## config.mk

```make
export PLATFORM = sky130hd
export DESIGN_NAME = serial_add_ctrl
export DESIGN_NICKNAME = d
export VERILOG_FILES = /design/src/rtl/serial_add_pkg.sv /design/src/rtl/serial_add_ctrl_fa.sv /design/src/rtl/serial_add_ctrl.sv
export SDC_FILE = /design/constraint.sdc
export NUM_CORES = 1
export LEC_CHECK = 0
export BUFFER_PORTS_ARGS = -buffer_cell sky130_fd_sc_hd__buf_4
export CAP_MARGIN = 15
export CORE_UTILIZATION = 55
export CTS_BUF_LIST = sky130_fd_sc_hd__clkbuf_16
export CTS_CLUSTER_DIAMETER = 150
export DETAILED_ROUTE_END_ITERATION = 8
export HOLD_SLACK_MARGIN = 0.03
export PLACE_DENSITY_LB_ADDON = 0.1
export SYNTH_ARGS = -nofsm -noshare
export SYNTH_HDL_FRONTEND = slang
export SYNTH_SLANG_ARGS = --single-unit
```

## constraint.sdc

```tcl
create_clock -name clk -period 1.75 [get_ports clk]
set_clock_uncertainty 0.05 [all_clocks]
set_input_delay 0.35 -clock clk [delete_from_list [all_inputs] [get_ports clk]]
set_output_delay 0.35 -clock clk [all_outputs]
set_load 0.03 [all_outputs]
```

## src/rtl/serial_add_pkg.sv

```systemverilog
// rtl/serial_add_pkg.sv - shared state encoding and defaults for the bit-serial adder
package serial_add_pkg;

  localparam int SERIAL_ADD_DEFAULT_WIDTH = 8;

  typedef enum logic [1:0] {
    IDLE = 2'b00,
    RUN  = 2'b01,
    DONE = 2'b10
  } state_t;

endpackage

```

## src/rtl/serial_add_ctrl_fa.sv

```systemverilog
// rtl/serial_add_ctrl_fa.sv - one-bit full-adder cell used as the serial datapath
module serial_add_ctrl_fa (
  input  logic x,
  input  logic y,
  input  logic ci,
  output logic s,
  output logic co
);

  assign s  = x ^ y ^ ci;
  assign co = (x & y) | (ci & (x ^ y));

endmodule

```

## src/rtl/serial_add_ctrl.sv

```systemverilog
// rtl/serial_add_ctrl.sv - bit-serial adder controller, LSB first over WIDTH cycles
// Optional subtract mode (sub port) enabled by SERIAL_ADD_SUB_EN.
module serial_add_ctrl
  import serial_add_pkg::*;
#(
  parameter int WIDTH = SERIAL_ADD_DEFAULT_WIDTH
) (
  input  logic             clk,
  input  logic             rst_n,
  input  logic             start,
  input  logic [WIDTH-1:0] a,
  input  logic [WIDTH-1:0] b,
  input  logic             cin,
`ifdef SERIAL_ADD_SUB_EN
  input  logic             sub,
`endif
  output logic             busy,
  output logic             done,
  output logic [WIDTH-1:0] sum,
  output logic             cout
);

  localparam int CW = (WIDTH > 1) ? $clog2(WIDTH) : 1;
  localparam logic [CW-1:0] LAST = CW'(WIDTH - 1);

  state_t           state, state_nx;
  logic [WIDTH-1:0] op_a, op_b;
  logic [WIDTH-2:0] acc;
  logic [WIDTH-1:0] acc_nx;
  logic             carry;
  logic [CW-1:0]    cnt;
  logic             fa_s, fa_c;
  logic [WIDTH-1:0] b_load;
  logic             c_load;

`ifdef SERIAL_ADD_SUB_EN
  // Two's-complement subtract: invert B and force carry-in to 1.
  assign b_load = sub ? ~b : b;
  assign c_load = sub ? 1'b1 : cin;
`else
  assign b_load = b;
  assign c_load = cin;
`endif

  serial_add_ctrl_fa u_fa (
    .x  (op_a[0]),
    .y  (op_b[0]),
    .ci (carry),
    .s  (fa_s),
    .co (fa_c)
  );

  // New sum bit enters at the MSB; after WIDTH shifts acc_nx holds the full result.
  assign acc_nx = {fa_s, acc};

  always_ff @(posedge clk or negedge rst_n) begin
    if (!rst_n) state <= IDLE;
    else        state <= state_nx;
  end

  always_comb begin
    state_nx = state;
    case (state)
      IDLE:    if (start) state_nx = RUN;
      RUN:     if (cnt == LAST) state_nx = DONE;
      DONE:    state_nx = IDLE;
      default: state_nx = IDLE;
    endcase
  end

  always_comb begin
    busy = 1'b0;
    done = 1'b0;
    case (state)
      RUN:  busy = 1'b1;
      DONE: begin
        busy = 1'b1;
        done = 1'b1;
      end
      default: ;
    endcase
  end

  always_ff @(posedge clk or negedge rst_n) begin
    if (!rst_n) begin
      op_a  <= '0;
      op_b  <= '0;
      acc   <= '0;
      carry <= 1'b0;
      cnt   <= '0;
      sum   <= '0;
      cout  <= 1'b0;
    end else begin
      case (state)
        IDLE: begin
          if (start) begin
            op_a  <= a;
            op_b  <= b_load;
            carry <= c_load;
            cnt   <= '0;
          end
        end
        RUN: begin
          op_a  <= op_a >> 1;
          op_b  <= op_b >> 1;
          acc   <= acc_nx[WIDTH-1:1];
          carry <= fa_c;
          cnt   <= cnt + CW'(1);
          if (cnt == LAST) begin
            sum  <= acc_nx;
            cout <= fa_c;
          end
        end
        default: ;
      endcase
    end
  end

endmodule

```

# Word-level counts from Yosys, hierarchy flattened
# Cells that the tools add are included.
# op_classes
n_reduce_logical,6
n_addsub,1
eq_ne,5
bitwise,5
n_mux,13
# op_table
operator,n
$pmux 8 s2,2
$mux 8,2
$pmux 3 s2,1
$reduce_and 2->1,3
$mux 2,2
$ne 2x2->1 const B,2
$pmux 2 s2,1
$add 3x1->3 const B,1
$eq 3x3->1 const B,1
$mux 1,3
$mux 3,1
$and 1x1->1,2
$eq 2x1->1 const B,1
$eq 2x2->1 const B,1
$logic_not 2->1,1
$pmux 1 s2,1
$reduce_bool 2->1,1
$reduce_or 2->1,1
$xor 1x1->1,2
$or 1x1->1,1
# totals
wordCells,38
regBits,38
output_inout_bits,11
in_bits,20

# Longest topological paths before layout
# depth
depth_word,4
ltp_mapped,7
depth_no_buf,5

# Cells and area by module
# Synthesis repeated with hierarchy kept, for this count alone.
# hier_totals
hier_cells,157
hier_area_um2,1875.5
# by_module_without_submodules
module,area_per_inst_um2,seq_area_each_um2,instances,cells_per_inst
serial_add_ctrl,1855.5,950.9,1,156
serial_add_ctrl_fa,20.0,0.0,1,1

# Worst setup path after synthesis
# OpenSTA, ideal clock, no wires.
# synth_timing
kind,reg2reg
from,register state[0]
to,register op_a[0]
path_stages_with_launch,7
t_arrival_ns,1.352
setup_ns,0.123
synth_period_minus_slack_ns,1.525
required_ns,1.577
path_slack_ns,0.225
path_buffers,1
path_cell_list,dfrtp_1 inv_1 ha_1 nor2b_2 buf_4 or3_1 o221a_1
# synth_between
elab_chain_len,3
word_cells_on_any_way,6
classes_between,eq/ne (2); mux (1); reduce/logical (3)
# synth_lines
item,line,rtl
from (decl),serial_add_ctrl.sv:26,"state_t state, state_nx;"
from (signal assigned),serial_add_ctrl.sv:58,else state <= state_nx;
$eq 2x1->1 or $logic_not 2->1 (tied branches),serial_add_ctrl.sv:94,case (state)
$reduce_bool 2->1 (no source line) or $ne 2x2->1 (tied branches),n/a,
$reduce_and 2->1 (no source line),n/a,
to (signal assigned),serial_add_ctrl.sv:104,op_a <= op_a >> 1;
to (decl),serial_add_ctrl.sv:27,"logic [WIDTH-1:0] op_a, op_b;"
# Parallel ways exist; a longest one is shown, timed or not.
# A chain may end at the register's enable or synchronous reset.

# Final worst setup path
# Same ends and word-level chain as after synthesis.

==> results.json <==
{
  "run_status": "complete, no violations",
  "grt_max_degree": 39,
  "dieArea_mm2": 0.00360,
  "internal-power_mw": 2.86,
  "crit_required_ns": 1.86,
  "place_congestion": 0.828,
  "clkPwrFrac_pct": 21.5,
  "ff2ff_path_depth": 6,
  "cts_tree": "built",
  "dpl_worst_slack_ns": 0.0844,
  "clk_latency_ns": 0.28,
  "crit_path_end": "op_a[0]",
  "finalCriticalPeriod_ns": 1.64,
  "p_per_area_mw_per_mm2": 1960,
  "crit_family": "simple AND/OR/NAND/NOR gates",
  "synth-seq-cells": 38,
  "portBuffers": 30,
  "final_cell_mix": "buf_4, dfrtp_1, mux2_2",
  "via_count": 1416,
  "placed_area_mm2": 0.00214,
  "pwr-share-seq_pct": 34.6,
  "ant_nets": 0,
  "worst_ep_arrival_time_ns": 1.75,
  "area_growth_pct": 24.8,
  "final_cell_area_mm2": 0.00231,
  "grt_pass1_wl_um": 6400,
  "period_share_pct": 93.6,
  "fin_nets": 219,
  "drt_iter0_markers": 65,
  "grt_pass1_vias": 1382,
  "slowest_delay_ns": 0.37,
  "setup_viol_count_final": 0,
  "track_usage_pct": 25.1,
  "tightestPinTransition_ns": 0.475,
  "cts_buffers": 5,
  "drt-pass1-iter-count": 4,
  "worstHoldPathCells": 3,
  "fin_total_pwr_mw": 4.53,
  "r2r-end": "op_a[0]",
  "ir_drop_mv": 1.00,
  "drive_above_1_share_pct": 40.9,
  "antennaDiodeCount": 0,
  "maxSlewViolCount": 0,
  "min_path_type": "primary input to register",
  "ys_seq_area_share_pct": 51.5,
  "crit_fanout": 6,
  "final-hold-violation-count": 0,
  "initial_core_util_pct": 59.1,
  "slew-limit-headroom_pct": 68.3,
  "pin_count": 31,
  "start_kind": "register",
  "clk_pin_slew_ns": 0.05,
  "reg2reg_from": "state[0]",
  "h-tree-depth": 2,
  "r2r_slack_ns": 0.11,
  "drt_wl_total_um": 3960,
  "path_cells": "inv_1 -> ha_2 -> nor2b_2 -> buf_4 -> or3_1 -> o221a_1",
  "syn_inst": 155,
  "rsz0062_at_grt": "false",
  "coreArea_mm2": 0.00313,
  "worst_slack_ns": 0.111,
  "post_drt_via_cell_ratio": 5.97,
  "cp.depth": 6,
  "max_freq_mhz": 610,
  "die_h_um": 60.0,
  "worstSetupStartpoint": "state[0]",
  "antenna_found_initial": 0,
  "drv_cap": 0,
  "avgRoutedWirePerCell_um": 16.7,
  "p_leak_nw": 1.09,
  "fin_setup_tns_ns": 0,
  "layout_commonest_cell": "buf_4",
  "cp.buffers_inverters": 2,
  "die_w_um": 60.0,
  "avgSynthCellArea_um2": 11.9,
  "clockBufferDepth": 2,
  "cts.sinks": 38,
  "cpMaxStageDelayCell": "dfrtp_1",
  "cts-root-buf": "clkbuf_16",
  "synth.net_count": 181,
  "synth_area_mm2": 0.00185,
  "synth_cell_types": 29,
  "grt-ovfl-total": 0,
  "drc": 0,
  "p_comb_share_pct": 43.8,
  "dp_hpwl_um": 2730,
  "rows": 20,
  "cp-end-kind": "register",
  "crit_type": "register to register",
  "sw_frac_of_total_pct": 36.9,
  "yosys_warnings": 0,
  "p_sw_mw": 1.67
}
[logic make-up after synthesis]
family / share of synthesized area, %
compound gates: 18.6
flops: 51.5
simple gates: 9.68
buf+inv: 6.09
mux: 9.75
fa+ha+maj: 4.47
[cell type report]
class / instances / area (um2)
clock buffers: 5 / 125
clock inverters: 2 / 33.8
fillers: 220 / 821
inverters: 12 / 45.0
multi-input cells: 95 / 787
flip-flops and latches: 38 / 951
well taps: 44 / 55.1
repair buffers: 41 / 310
[cells in the mapped netlist]
master / instances / area (um2)
ha_1: 5 / 62.6
o21ai_2: 1 / 8.76
or3_1: 3 / 18.8
nand3_1: 4 / 20.0
nor2_1: 9 / 33.8
o22a_1: 3 / 26.3
o22ai_1: 7 / 43.8
o221a_2: 3 / 33.8
o21ai_0: 8 / 40.0
nand2_1: 4 / 15.0
inv_1: 11 / 41.3
nor2b_2: 1 / 8.76
fa_1: 1 / 20.0
nand2b_1: 2 / 12.5
dfrtp_1: 38 / 951
o221a_1: 2 / 22.5
buf_4: 7 / 52.6
a22o_1: 2 / 17.5
a221oi_2: 8 / 120
a21oi_1: 6 / 30.0
nor3_1: 2 / 10.0
nor2_4: 1 / 11.3
and3b_1: 2 / 17.5
nand2_2: 1 / 6.26
nand4_1: 2 / 12.5
inv_2: 1 / 3.75
mux2_2: 16 / 180
buf_2: 3 / 15.0
and3_1: 2 / 12.5
[worst register-to-register path, stage by stage, from the launching register on]
cell and delay [ns]:
dfrtp_1 0.37, inv_1 0.08, ha_2 0.22, nor2b_2 0.21
buf_4 0.16, or3_1 0.31, o221a_1 0.13
[power by group through the flow]
stage,Combinational [mW],Clock [mW],Sequential [mW]
final,1.99,0.975,1.57
after global routing,2.16,1.03,1.61
after CTS,2.00,0.994,1.56
after detailed placement,1.97,0,1.57
after global placement,1.90,0,1.54
after floorplan,1.31,0,1.65
[how the worst min path moves through the flow]
| stage | slack, ns | start | to |
|---|---|---|---|
| final | 0.32 | cin | carry |
| after global routing | 0.34 | b[0] | op_b[0] |
| after CTS | 0.31 | cin | carry |
| after detailed placement | 0.29 | rst_n | op_a[7] |
| after global placement | 0.29 | rst_n | op_a[6] |
| after floorplan | 0.004 | rst_n | acc[0] |
[through the flow]
step | hold slack, ns | utilization, % | instances
2_1_floorplan | 0.00441 | - | 155
3_3_place_gp | 0.286 | 68.3 | 229
3_5_place_dp | 0.295 | 68.3 | 229
4_1_cts | 0.315 | 73.7 | 237
5_1_grt | 0.341 | 73.8 | 237
6_report | 0.319 | 73.8 | 237
[per-layer routing]
layer  GRT usage (%)  part of all wire (%)  vias to the layer above
li1                -                     -                      642
met1            33.4                    45                      725
met3            5.84                   5.2                        4
met5               0                     0                        -
met4            9.97                   1.2                        0
met2            39.5                    49                       45
[state kept, by name, summed over array words and instances (netlist names)]
name   count
acc        7
carry      1
cnt        3
cout       1
op_a       8
op_b       8
state      2
sum        8
[timing repair]
| item | CTS | global route |
|---|---|---|
| buffers inserted | 0 | 0 |
| resized for setup | 0 | 1 |
| hold buffers | 1 | 0 |
| endpoints found under the hold margin | 38 | 0 |
| endpoints found under the setup margin | 0 | 6 |
Note: power is estimated with default switching activity, not from simulation.
